==> src/rtl/mem_access_unit.sv <==
// Memory-stage load/store sequencer: one outstanding req/ack bus transaction, pipeline stalled until it completes.
// Optional bus timeout abort is enabled by defining MEM_TIMEOUT_EN.
module mem_access_unit #(
  parameter int DATA_W         = 32,
  parameter int TIMEOUT_CYCLES = 64
) (
  input  logic              clk_i,
  input  logic              rst_ni,
  input  logic [2:0]        control_m_i,
  input  logic [DATA_W-1:0] alu_out_m_i,
  input  logic [DATA_W-1:0] write_data_m_i,
  output logic              mem_req_o,
  output logic              mem_we_o,
  output logic [DATA_W-1:0] mem_addr_o,
  output logic [DATA_W-1:0] mem_wdata_o,
  input  logic              mem_ack_i,
  input  logic [DATA_W-1:0] mem_rdata_i,
  output logic [DATA_W-1:0] read_data_m_o,
  output logic              stall_m_o,
  output logic              mem_err_o
);

  typedef enum logic [1:0] {S_IDLE, S_BUSY, S_DONE} state_t;

  state_t            r_state;
  state_t            w_state_nxt;
  logic              r_req;
  logic              r_we;
  logic [DATA_W-1:0] r_addr;
  logic [DATA_W-1:0] r_wdata;
  logic [DATA_W-1:0] r_rdata;
  logic              w_access;
  logic              w_timeout;
  logic              w_unused;

  assign w_access = control_m_i[1] | control_m_i[0];

`ifdef MEM_TIMEOUT_EN
  localparam int CNT_W = $clog2(TIMEOUT_CYCLES + 1);

  logic [CNT_W-1:0] r_to_cnt;
  logic             r_err;

  // Fires on the BUSY cycle whose missing ack would bring the count to the limit.
  assign w_timeout = (r_to_cnt == CNT_W'(TIMEOUT_CYCLES - 1));

  always_ff @(posedge clk_i or negedge rst_ni) begin
    if (!rst_ni) begin
      r_to_cnt <= '0;
      r_err    <= 1'b0;
    end else begin
      if (r_state != S_BUSY) begin
        r_to_cnt <= '0;
      end else if (!mem_ack_i) begin
        r_to_cnt <= r_to_cnt + CNT_W'(1);
      end
      r_err <= (r_state == S_BUSY) && !mem_ack_i && w_timeout;
    end
  end

  assign mem_err_o = r_err;
  assign w_unused  = ^{alu_out_m_i[1:0], control_m_i[2]};
`else
  assign w_timeout = 1'b0;
  assign mem_err_o = 1'b0;
  assign w_unused  = ^{alu_out_m_i[1:0], control_m_i[2], (TIMEOUT_CYCLES != 0)};
`endif

  always_ff @(posedge clk_i or negedge rst_ni) begin
    if (!rst_ni) begin
      r_state <= S_IDLE;
    end else begin
      r_state <= w_state_nxt;
    end
  end

  always_comb begin
    w_state_nxt = r_state;
    stall_m_o   = 1'b0;
    case (r_state)
      S_IDLE: begin
        // No stall may be raised while the unit is held in reset.
        stall_m_o = w_access & rst_ni;
        if (w_access) begin
          w_state_nxt = S_BUSY;
        end
      end
      S_BUSY: begin
        stall_m_o = 1'b1;
        if (mem_ack_i || w_timeout) begin
          w_state_nxt = S_DONE;
        end
      end
      S_DONE: begin
        w_state_nxt = S_IDLE;
      end
      default: begin
        w_state_nxt = S_IDLE;
      end
    endcase
  end

  always_ff @(posedge clk_i or negedge rst_ni) begin
    if (!rst_ni) begin
      r_req   <= 1'b0;
      r_we    <= 1'b0;
      r_addr  <= '0;
      r_wdata <= '0;
      r_rdata <= '0;
    end else begin
      case (r_state)
        S_IDLE: begin
          if (w_access) begin
            r_req   <= 1'b1;
            r_we    <= control_m_i[0];
            r_addr  <= {alu_out_m_i[DATA_W-1:2], 2'b00};
            r_wdata <= write_data_m_i;
          end else begin
            r_req <= 1'b0;
          end
        end
        S_BUSY: begin
          // r_we doubles as the load/store flag of the transaction in flight.
          if (mem_ack_i) begin
            r_req <= 1'b0;
            if (!r_we) begin
              r_rdata <= mem_rdata_i;
            end
          end else if (w_timeout) begin
            r_req <= 1'b0;
            if (!r_we) begin
              r_rdata <= '0;
            end
          end
        end
        default: begin
        end
      endcase
    end
  end

  assign mem_req_o     = r_req;
  assign mem_we_o      = r_we;
  assign mem_addr_o    = r_addr;
  assign mem_wdata_o   = r_wdata;
  assign read_data_m_o = r_rdata;

endmodule

==> config.mk <==
export PLATFORM = sky130hd
export DESIGN_NAME = mem_access_unit
export DESIGN_NICKNAME = d
export VERILOG_FILES = /design/src/rtl/mem_access_unit.sv
export SDC_FILE = /design/constraint.sdc
export NUM_CORES = 1
export LEC_CHECK = 0
export ABC_CLOCK_PERIOD_IN_PS = 4400
export CORE_ASPECT_RATIO = 1.25
export CORE_MARGIN = 3
export CORE_UTILIZATION = 43
export DETAILED_ROUTE_END_ITERATION = 8
export PLACE_DENSITY = 0.84
export SYNTH_ARGS = -nofsm -noshare
export SYNTH_HDL_FRONTEND = slang
export SYNTH_SLANG_ARGS = --single-unit
==> constraint.sdc <==
create_clock -name clk_i -period 4.4 [get_ports clk_i]
set_input_delay 0.88 -clock clk_i [delete_from_list [all_inputs] [get_ports clk_i]]
set_output_delay 0.88 -clock clk_i [all_outputs]
set_load 0.01 [all_outputs]
==> results.toml, run 1 <==
[status]
status = "completed"

[cts]
cts_hold_buf = 0
clock_sinks = 98
cts_tree = "done"
htreeDepth = 3
clkTransAtPathRegs_ns = 0.08
postCtsSetupRepairBufs = 0
clkLatencyLatePin_ns = 0.35
cts_max_path_buffers = 2
root_buffer = "clkbuf_8"
cts_resized = 0
numCtsBuffers = 9

[global_routing]
overflow = 0
antenna_found_initial = 0
grt_pass1_vias = 2814
grt_pass1_wl_um = 14500
grt_usage_pct = 18.1
grt_max_degree = 59

[floorplan]
initial_utilization_pct = 44.3
ios = 202
die-width_um = 90.9
coreArea_um2 = 8750
fp.dieH_um = 112
row_count = 38
dieArea_um2 = 10200

[layout]
area_growth_pct = 57.1
diodes = 0
final_cell_area_um2 = 6090
final_nets = 521
drive_gt1_share_pct = 27.4

[yosys]
seq_area_frac_synth_pct = 63.2
synth_cells = 220
netlist_area_um2 = 3880
avgSynthCellArea_um2 = 17.6
ys_seq_elements = 98
yosys.cell_types.count = 19
yosysWarnings = 0

[worst_setup_path]
crit_type = "input port to output port"
startpoint = "control_m_i[0]"
crit_fanout = 4
timing.rr.end = "read_data_m_o[10]$_DFFE_PN0P_"
endpoint = "stall_m_o"
start_kind = "input port"
cp.required_ns = 3.52
rr_worst_depth = 4
worstPathArrival_ns = 2.32
r2r-start = "r_state[1]$_DFFE_PN0P_"
end_kind = "output port"
rrSetupSlack_ns = 2.20

[sta]
max_freq_mhz = 312
finalCritPeriodShare_pct = 72.8
tightest_slew_ns = 0.767
drv_slew = 0
fin_skew_ns = 0.00710
tns_ns = 0
rsz0062_at_grt = "no"
finalHoldViolCount = 0
setup-violations-final = 0
period_needed_ns = 3.20
slew_headroom_pct = 48.8

[placed_design]
post_dp_cell_area_um2 = 5870
place.gp.congestion = 0.670
portBuffers = 195
hpwlAfterDp_um = 6820

[route]
first_iter_violations = 59
drc = 0
route.detailed.wl_per_inst_um = 16.8
routed_wl_um = 9120
via_per_inst = 4.70
vias = 2555
antenna_left = 0
first_pass_iters = 4

[worst_hold_path]
min_from = "read_data_m_o[31]$_DFFE_PN0P_"
hold_path.class = "flip-flop to flip-flop"

[power_and_ir_drop]
p_leak_nw = 2.57
p_per_area_nw_per_um2 = 687
peakVddDrop_mv = 0.375

[run]
cap_violations = 0
## worst min path at each step
stage	depth (start not counted)	endpoint	slack, ns
final	1	read_data_m_o[31]$_DFFE_PN0P_	0.51
after global routing	1	mem_addr_o[18]$_DFFE_PN0P_	0.52
after CTS	1	mem_addr_o[18]$_DFFE_PN0P_	0.51
after detailed placement	1	mem_addr_o[16]$_DFFE_PN0P_	0.49
after global placement	1	mem_addr_o[18]$_DFFE_PN0P_	0.49
after floorplan	1	r_state[0]$_DFFE_PN0P_	0.46
## cell usage in the layout, fill, tap and decap left out, types with 2 or more instances in the layout
master	n
dfrtp_1	98
clkinv_2	2
bufinv_16	2
conb_1	3
buf_4	4
mux2_4	30
clkdlybuf4s50_1	194
mux2_2	64
nand2_1	2
clkbuf_8	10
o21ai_0	2
## cells in the mapped netlist (all sizes together)
master	n	share of area, %
dfrtp	98	63
mux2	94	30
buf	13	4.2
o21ai	3	0.48
nand2	2	0.19
nor2b	2	0.52
a211oi	1	0.19
a21oi	1	0.13
a22o	1	0.23
and3b	1	0.23
conb	1	0.097
inv	1	0.097
nor2	1	0.097
nor3	1	0.13
## metal layers
metal  part of all wire (%)  wire, um  global-route usage (%)  vias up
met5                      0         0                       0        -
met4                   0.93        85                    5.73        0
met3                    7.6       691                    6.10        8
met2                     54      4920                    32.2      115
met1                     38      3420                    20.5     1277
li1                       -         -                       -     1155
## cell families after synthesis
group,share of synthesized area [%]
flip-flops,63.2
multiplexers,30.2
buffers and inverters,4.26
AND/OR/NAND/NOR,1.16
AO/OA/AOI/OAI,1.03
other,0.0967
## through the flow
stage	hold WS (ns)	std cells	total power, mW	setup WS [ns]	util [%]
5_1_grt	0.523	544	4.41	1.15	69.6
4_1_cts	0.512	544	4.24	1.20	69.6
3_3_place_gp	0.485	528	3.53	1.21	67.1
6_report	0.509	544	4.18	1.20	69.6
2_1_floorplan	0.458	222	2.47	2.34	-
3_5_place_dp	0.491	528	3.59	1.21	67.1
## flip-flops by register name, summed over array words and instances (netlist names)
signal	flops
read_data_m_o	32
mem_we_o	1
mem_req_o	1
mem_addr_o	30
r_state	2
mem_wdata_o	32
## layout make-up
| cell class | count | area, um2 |
|---|---|---|
| well taps | 120 | 150 |
| repair buffers | 199 | 1990 |
| flip-flops and latches | 98 | 2450 |
| fillers | 638 | 2660 |
| clock inverters | 5 | 77.6 |
| clock buffers | 11 | 141 |
| multi-input cells | 110 | 1270 |
| inverters | 1 | 3.75 |
## power breakdown
part / internal (mW) / total, mW / switching [mW]
combinational: 1.30 / 1.98 / 0.678
sequential: 1.35 / 1.58 / 0.234
clock: 0.334 / 0.627 / 0.293
total: 2.98 / 4.18 / 1.21
## critical path, cell delays in order
cell and delay, ns:
clkdlybuf4s50_1 0.57, o21ai_0 0.12, a21oi_1 0.18, clkdlybuf4s50_1 0.57
(Power assumes the default switching activity.)
==> run 2, diff against run 1 <==
Settings changed: ABC_CLOCK_PERIOD_IN_PS 4400 to 3200, CORE_UTILIZATION 43 to 40, PLACE_DENSITY 0.84 to 0.79.
Clock period 4.4 ns to 3.2 ns, I/O delays scaled along.
==> run 2 against run 1 <==
Register-to-register slack got worse by 0.58 ns. Die area is 7.0% higher. Utilization is 3.0 points lower. Global-route usage decreased by 1.9 points. Non-clock buffer count did not move. Design area is 1.4% higher. Sequential share of layout area fell by 0.55 points. Sequential power rose by 37%. Critical endpoint unchanged. Largest cell class unchanged.
==> results.toml, run 2 (synthesis gave the netlist of run 1 again) <==
[sta]
max_freq_mhz = 375
setup-violations-final = 0
tns_ns = 0
period_needed_ns = 2.67
rsz0062_at_grt = "no"
fin_skew_ns = 0.00601
finalCritPeriodShare_pct = 83.4
slew_headroom_pct = 58.6
setup_ws_ns = 0.533
tightest_slew_ns = 0.621
drv_slew = 0
finalHoldViolCount = 0

[worst_setup_path]
cp_cell_sequence = "clkdlybuf4s50_1, o21ai_0, a21oi_1, clkdlybuf4s50_1"
critPathTopFamily = "buffers and inverters"
crit_fanout = 4
crit_type = "input port to output port"
critical_path_buf_inv_count = 2
crit_path_frequent_cell = "clkdlybuf4s50_1"
end_kind = "output port"
start_kind = "input port"
cp_slowest_cell = "clkdlybuf4s50_1"
cp.required_ns = 2.56
worstPathArrival_ns = 2.03
max_stage_delay_ns = 0.57

[floorplan]
initial_utilization_pct = 41.8
fp.dieH_um = 116
coreArea_um2 = 9270
row_count = 39
ios = 202
dieArea_um2 = 10900
die-width_um = 94.1

[cts]
postCtsSetupRepairBufs = 0
cts_tree = "done"
htreeDepth = 3
root_buffer = "clkbuf_16"
numCtsBuffers = 9
clkLatencyLatePin_ns = 0.33
clkTransAtPathRegs_ns = 0.06
cts_resized = 0
cts_hold_buf = 0
clock_sinks = 98
cts_max_path_buffers = 2

[layout]
final_core_util_pct = 66.6
mostFrequentLayoutCell = "clkdlybuf4s50_1"
mostFrequentLayoutCells = "clkdlybuf4s50_1 (194), dfrtp_1 (98), mux2_2 (64)"
area_growth_pct = 59.3
drive_gt1_share_pct = 27.1
multi_input_area_um2 = 1270
final_nets = 521
diodes = 0
nFillCells = 708
regArea_um2 = 2450

[global_routing]
overflow = 0
met3_usage_pct = 5.52
grt_use_met1_pct = 18.5
grt_usage_pct = 16.3
grtUsageMet2_pct = 28.2
antenna_found_initial = 0
grt_pass1_vias = 2768
grt_busiest_layer = "met2"
grt_max_degree = 64
grt_pass1_wl_um = 13700

[route]
route.detailed.wl_per_inst_um = 16.4
drc = 0
first_iter_violations = 72
antenna_left = 0
routed_wl_um = 9000
vias = 2530
via_per_inst = 4.63
first_pass_iters = 4

[run]
cap_violations = 0

[power_and_ir_drop]
peakVddDrop_mv = 0.507
p_leak_nw = 2.60
p_per_area_nw_per_um2 = 960

[status]
status = "completed"

[placed_design]
place.gp.congestion = 0.674
portBuffers = 195
hpwlAfterDp_um = 6680
dp_slack_ns = 0.533

[worst_hold_path]
hold_path.class = "input port to async pin"
==> run 2: cell types whose count changed in the layout (fill, tap and decap cells not counted) <==
cell and delta:
clkbuf_8 -10, bufinv_16 -1, buf_4 -1, clkbuf_1 +1, clkbuf_16 +9, buf_12 +1
clkinvlp_4 +1
==> run 2: where the power goes <==
group | switching (mW) | internal [mW]
Clock | 0.428 | 0.603
Combinational | 0.936 | 1.79
Sequential | 0.315 | 1.85
Total | 1.68 | 4.25
==> run 2: metrics by stage <==
stage,power (mW),hold WS (ns),cell area [um2],std cells
after floorplan,3.40,0.344,3880,222
after global routing,6.26,0.450,6180,547
after detailed placement,4.95,0.492,5890,531
after CTS,6.02,0.443,6180,547
after global placement,4.87,0.487,5890,531
final,5.93,0.415,6180,547
==> run 2: worst reg2reg max path, cell delays in order (launching register included) <==
cell     delay, ns
dfrtp_1       0.42
and3b_1       0.25
nor2b_4       0.16
buf_12        0.26
mux2_2        0.38
==> run 2: worst paths after layout <==
| check | start | end | slack (ns) | depth (start not counted) |
|---|---|---|---|---|
| min in group clk_i | mem_addr_o[5]$_DFFE_PN0P_ | mem_addr_o[5]$_DFFE_PN0P_ | 0.50 | 1 |
| max | control_m_i[0] | stall_m_o | 0.53 | 4 |
| max reg2reg | r_state[1]$_DFFE_PN0P_ | read_data_m_o[0]$_DFFE_PN0P_ | 1.62 | 4 |
| min | rst_ni | read_data_m_o[5]$_DFFE_PN0P_ | 0.42 | 2 |
| max in group asynchronous | rst_ni | read_data_m_o[7]$_DFFE_PN0P_ | 1.70 | 3 |
| min reg2reg | mem_addr_o[5]$_DFFE_PN0P_ | mem_addr_o[5]$_DFFE_PN0P_ | 0.50 | 1 |
==> run 2: layout make-up <==
type                            instances  area share [%]
Clock buffer                           11            3.77
Clock inverter                          5           0.891
Inverter                                1          0.0608
Multi-Input combinational cell        110            20.6
Sequential cell                        98            39.7
Tap cell                              123            2.49
Timing Repair Buffer                  199            32.4
==> run 2: metal layers <==
metal  wire length, um  part of all wire, %
met3               826                  9.2
met1              3330                   37
met5                 0                    0
met4               154                  1.7
met2              4680                   52
==> run 3, diff against run 2 <==
Settings changed: ABC_CLOCK_PERIOD_IN_PS 3200 to 2300, CORE_UTILIZATION 40 to 36, PLACE_DENSITY 0.79 to 0.75.
Clock period 3.2 ns to 2.3 ns, I/O delays scaled along.
==> run 3 against run 2 <==
Utilization down 6.3 points. Critical path depth stayed put. Final cell count increased by 1.8%. Die area grew 10%. Clock skew is 0.0027 ns higher. Non-clock buffer count rose by 4. Largest cell class unchanged.
==> results.toml, run 3 (synthesis gave the netlist of run 1 again) <==
[power_and_ir_drop]
p_seq_share_pct = 36.5
peakVddDrop_mv = 0.670
p_per_area_nw_per_um2 = 1330
internal_power_mw = 5.92
switchingPower_mw = 2.37
p_comb_share_pct = 45.8
netSwitchingFraction_pct = 28.6
p_leak_nw = 2.63
p_clk_share_pct = 17.7

[placed_design]
place.gp.congestion = 0.698
hpwlAfterDp_um = 7110
portBuffers = 195
dp_cells = 541

[route]
antenna_left = 0
route.detailed.wl_per_inst_um = 16.8
first_iter_violations = 47
routed_wl_um = 9340
first_pass_iters = 4
via_per_inst = 4.61
vias = 2566
drc = 0

[sta]
max_freq_mhz = 455
tns_ns = 0
drv_slew = 0
finalHoldViolCount = 0
finalCritPeriodShare_pct = 95.5
fin_skew_ns = 0.00874
rsz0062_at_grt = "no"
slew_headroom_pct = 53.4
period_needed_ns = 2.20
setup-violations-final = 0
tightest_slew_ns = 0.699

[cts]
clkLatencyLatePin_ns = 0.33
root_buffer = "clkbuf_16"
cts_max_path_buffers = 2
postCtsSetupRepairBufs = 0
cts_tree = "done"
clock_sinks = 98
cts_resized = 0
cts_hold_buf = 0
clkTransAtPathRegs_ns = 0.07
numCtsBuffers = 9
htreeDepth = 3

[floorplan]
initial_utilization_pct = 37.6
row_count = 41
ios = 202
die-width_um = 98.8
fp.dieH_um = 122
coreArea_um2 = 10300
dieArea_um2 = 12100

[worst_setup_path]
rrSetupSlack_ns = 0.74
crit_type = "input port to output port"
cp_cell_sequence = "clkdlybuf4s50_1, o21ai_0, a21oi_1, clkdlybuf4s50_1"
rr_worst_depth = 4
crit_path_frequent_cell = "clkdlybuf4s50_1"
r2r-start = "r_state[1]$_DFFE_PN0P_"
worstPathArrival_ns = 1.74
timing.rr.end = "read_data_m_o[0]$_DFFE_PN0P_"
crit_fanout = 2
max_stage_delay_ns = 0.57
start_kind = "input port"
end_kind = "output port"
cp.required_ns = 1.84
cp_slowest_cell = "clkdlybuf4s50_1"

[layout]
area_growth_pct = 60.5
final_nets = 525
diodes = 0
stdcell_count = 557
mostFrequentLayoutCell = "clkdlybuf4s50_1"
mostFrequentLayoutCells = "clkdlybuf4s50_1 (194), dfrtp_1 (98), mux2_2 (64)"
drive_gt1_share_pct = 28.3

[global_routing]
grt_pass1_wl_um = 14900
grt_busiest_layer = "met2"
grtUsageMet2_pct = 27.7
antenna_found_initial = 0
grt_pass1_vias = 2942
grt_max_degree = 57
overflow = 0
grt_use_met1_pct = 16.8
met3_usage_pct = 5.96
grt_usage_pct = 15.7

[worst_hold_path]
hold_path.class = "input port to async pin"

[status]
status = "completed"

[run]
cap_violations = 0
-- run 3: critical path, delay by kind of cell --
family                 cells  cell delay (ns)
buffers and inverters      2             1.04
AO/OA/AOI/OAI              2             0.24
-- run 3: power groups by stage --
stage / Sequential (mW) / Clock (mW) / Combinational [mW]
after floorplan: 3.43 / 0 / 1.30
after global placement: 3.00 / 0 / 3.80
after detailed placement: 3.06 / 0 / 3.85
after CTS: 3.04 / 1.51 / 3.87
after global routing: 3.15 / 1.57 / 4.03
final: 3.03 / 1.47 / 3.80
-- run 3: cell type report --
| type | instances | area (um2) |
|---|---|---|
| multi-input combinational | 110 | 1270 |
| clock inverter | 7 | 70.1 |
| fill | 821 | 4090 |
| inverter | 1 | 3.75 |
| sequential | 98 | 2450 |
| clock buffer | 9 | 225 |
| timing repair buffer | 203 | 2030 |
| tap | 129 | 161 |
-- run 3: worst max path at each step --
stage | start | end | slack, ns | cells after the start
2_1_floorplan | control_m_i[0] | mem_addr_o[10]$_DFFE_PN0P_ | 0.81 | 3
3_3_place_gp | control_m_i[0] | stall_m_o | 0.08 | 4
3_5_place_dp | control_m_i[0] | stall_m_o | 0.09 | 4
4_1_cts | control_m_i[0] | stall_m_o | 0.09 | 4
5_1_grt | control_m_i[0] | stall_m_o | 0.05 | 4
6_report | control_m_i[0] | stall_m_o | 0.10 | 4
-- run 3: layer usage --
metal	routed length, um	up-vias
li1	-	1166
met1	3300	1270
met2	4910	116
met3	947	14
met4	183	0
met5	0	-
-- run 3: per-stage QoR --
step	total power, mW	area (um2)	util, %	hold WS [ns]	setup slack, ns
detailed placement	6.91	5930	57.5	0.492	0.0874
finish	8.30	6220	60.3	0.283	0.104
floorplan	4.73	3880	-	0.164	0.814
global placement	6.80	5930	57.5	0.486	0.0762
global route	8.75	6220	60.3	0.336	0.0492
CTS	8.42	6220	60.3	0.299	0.0874
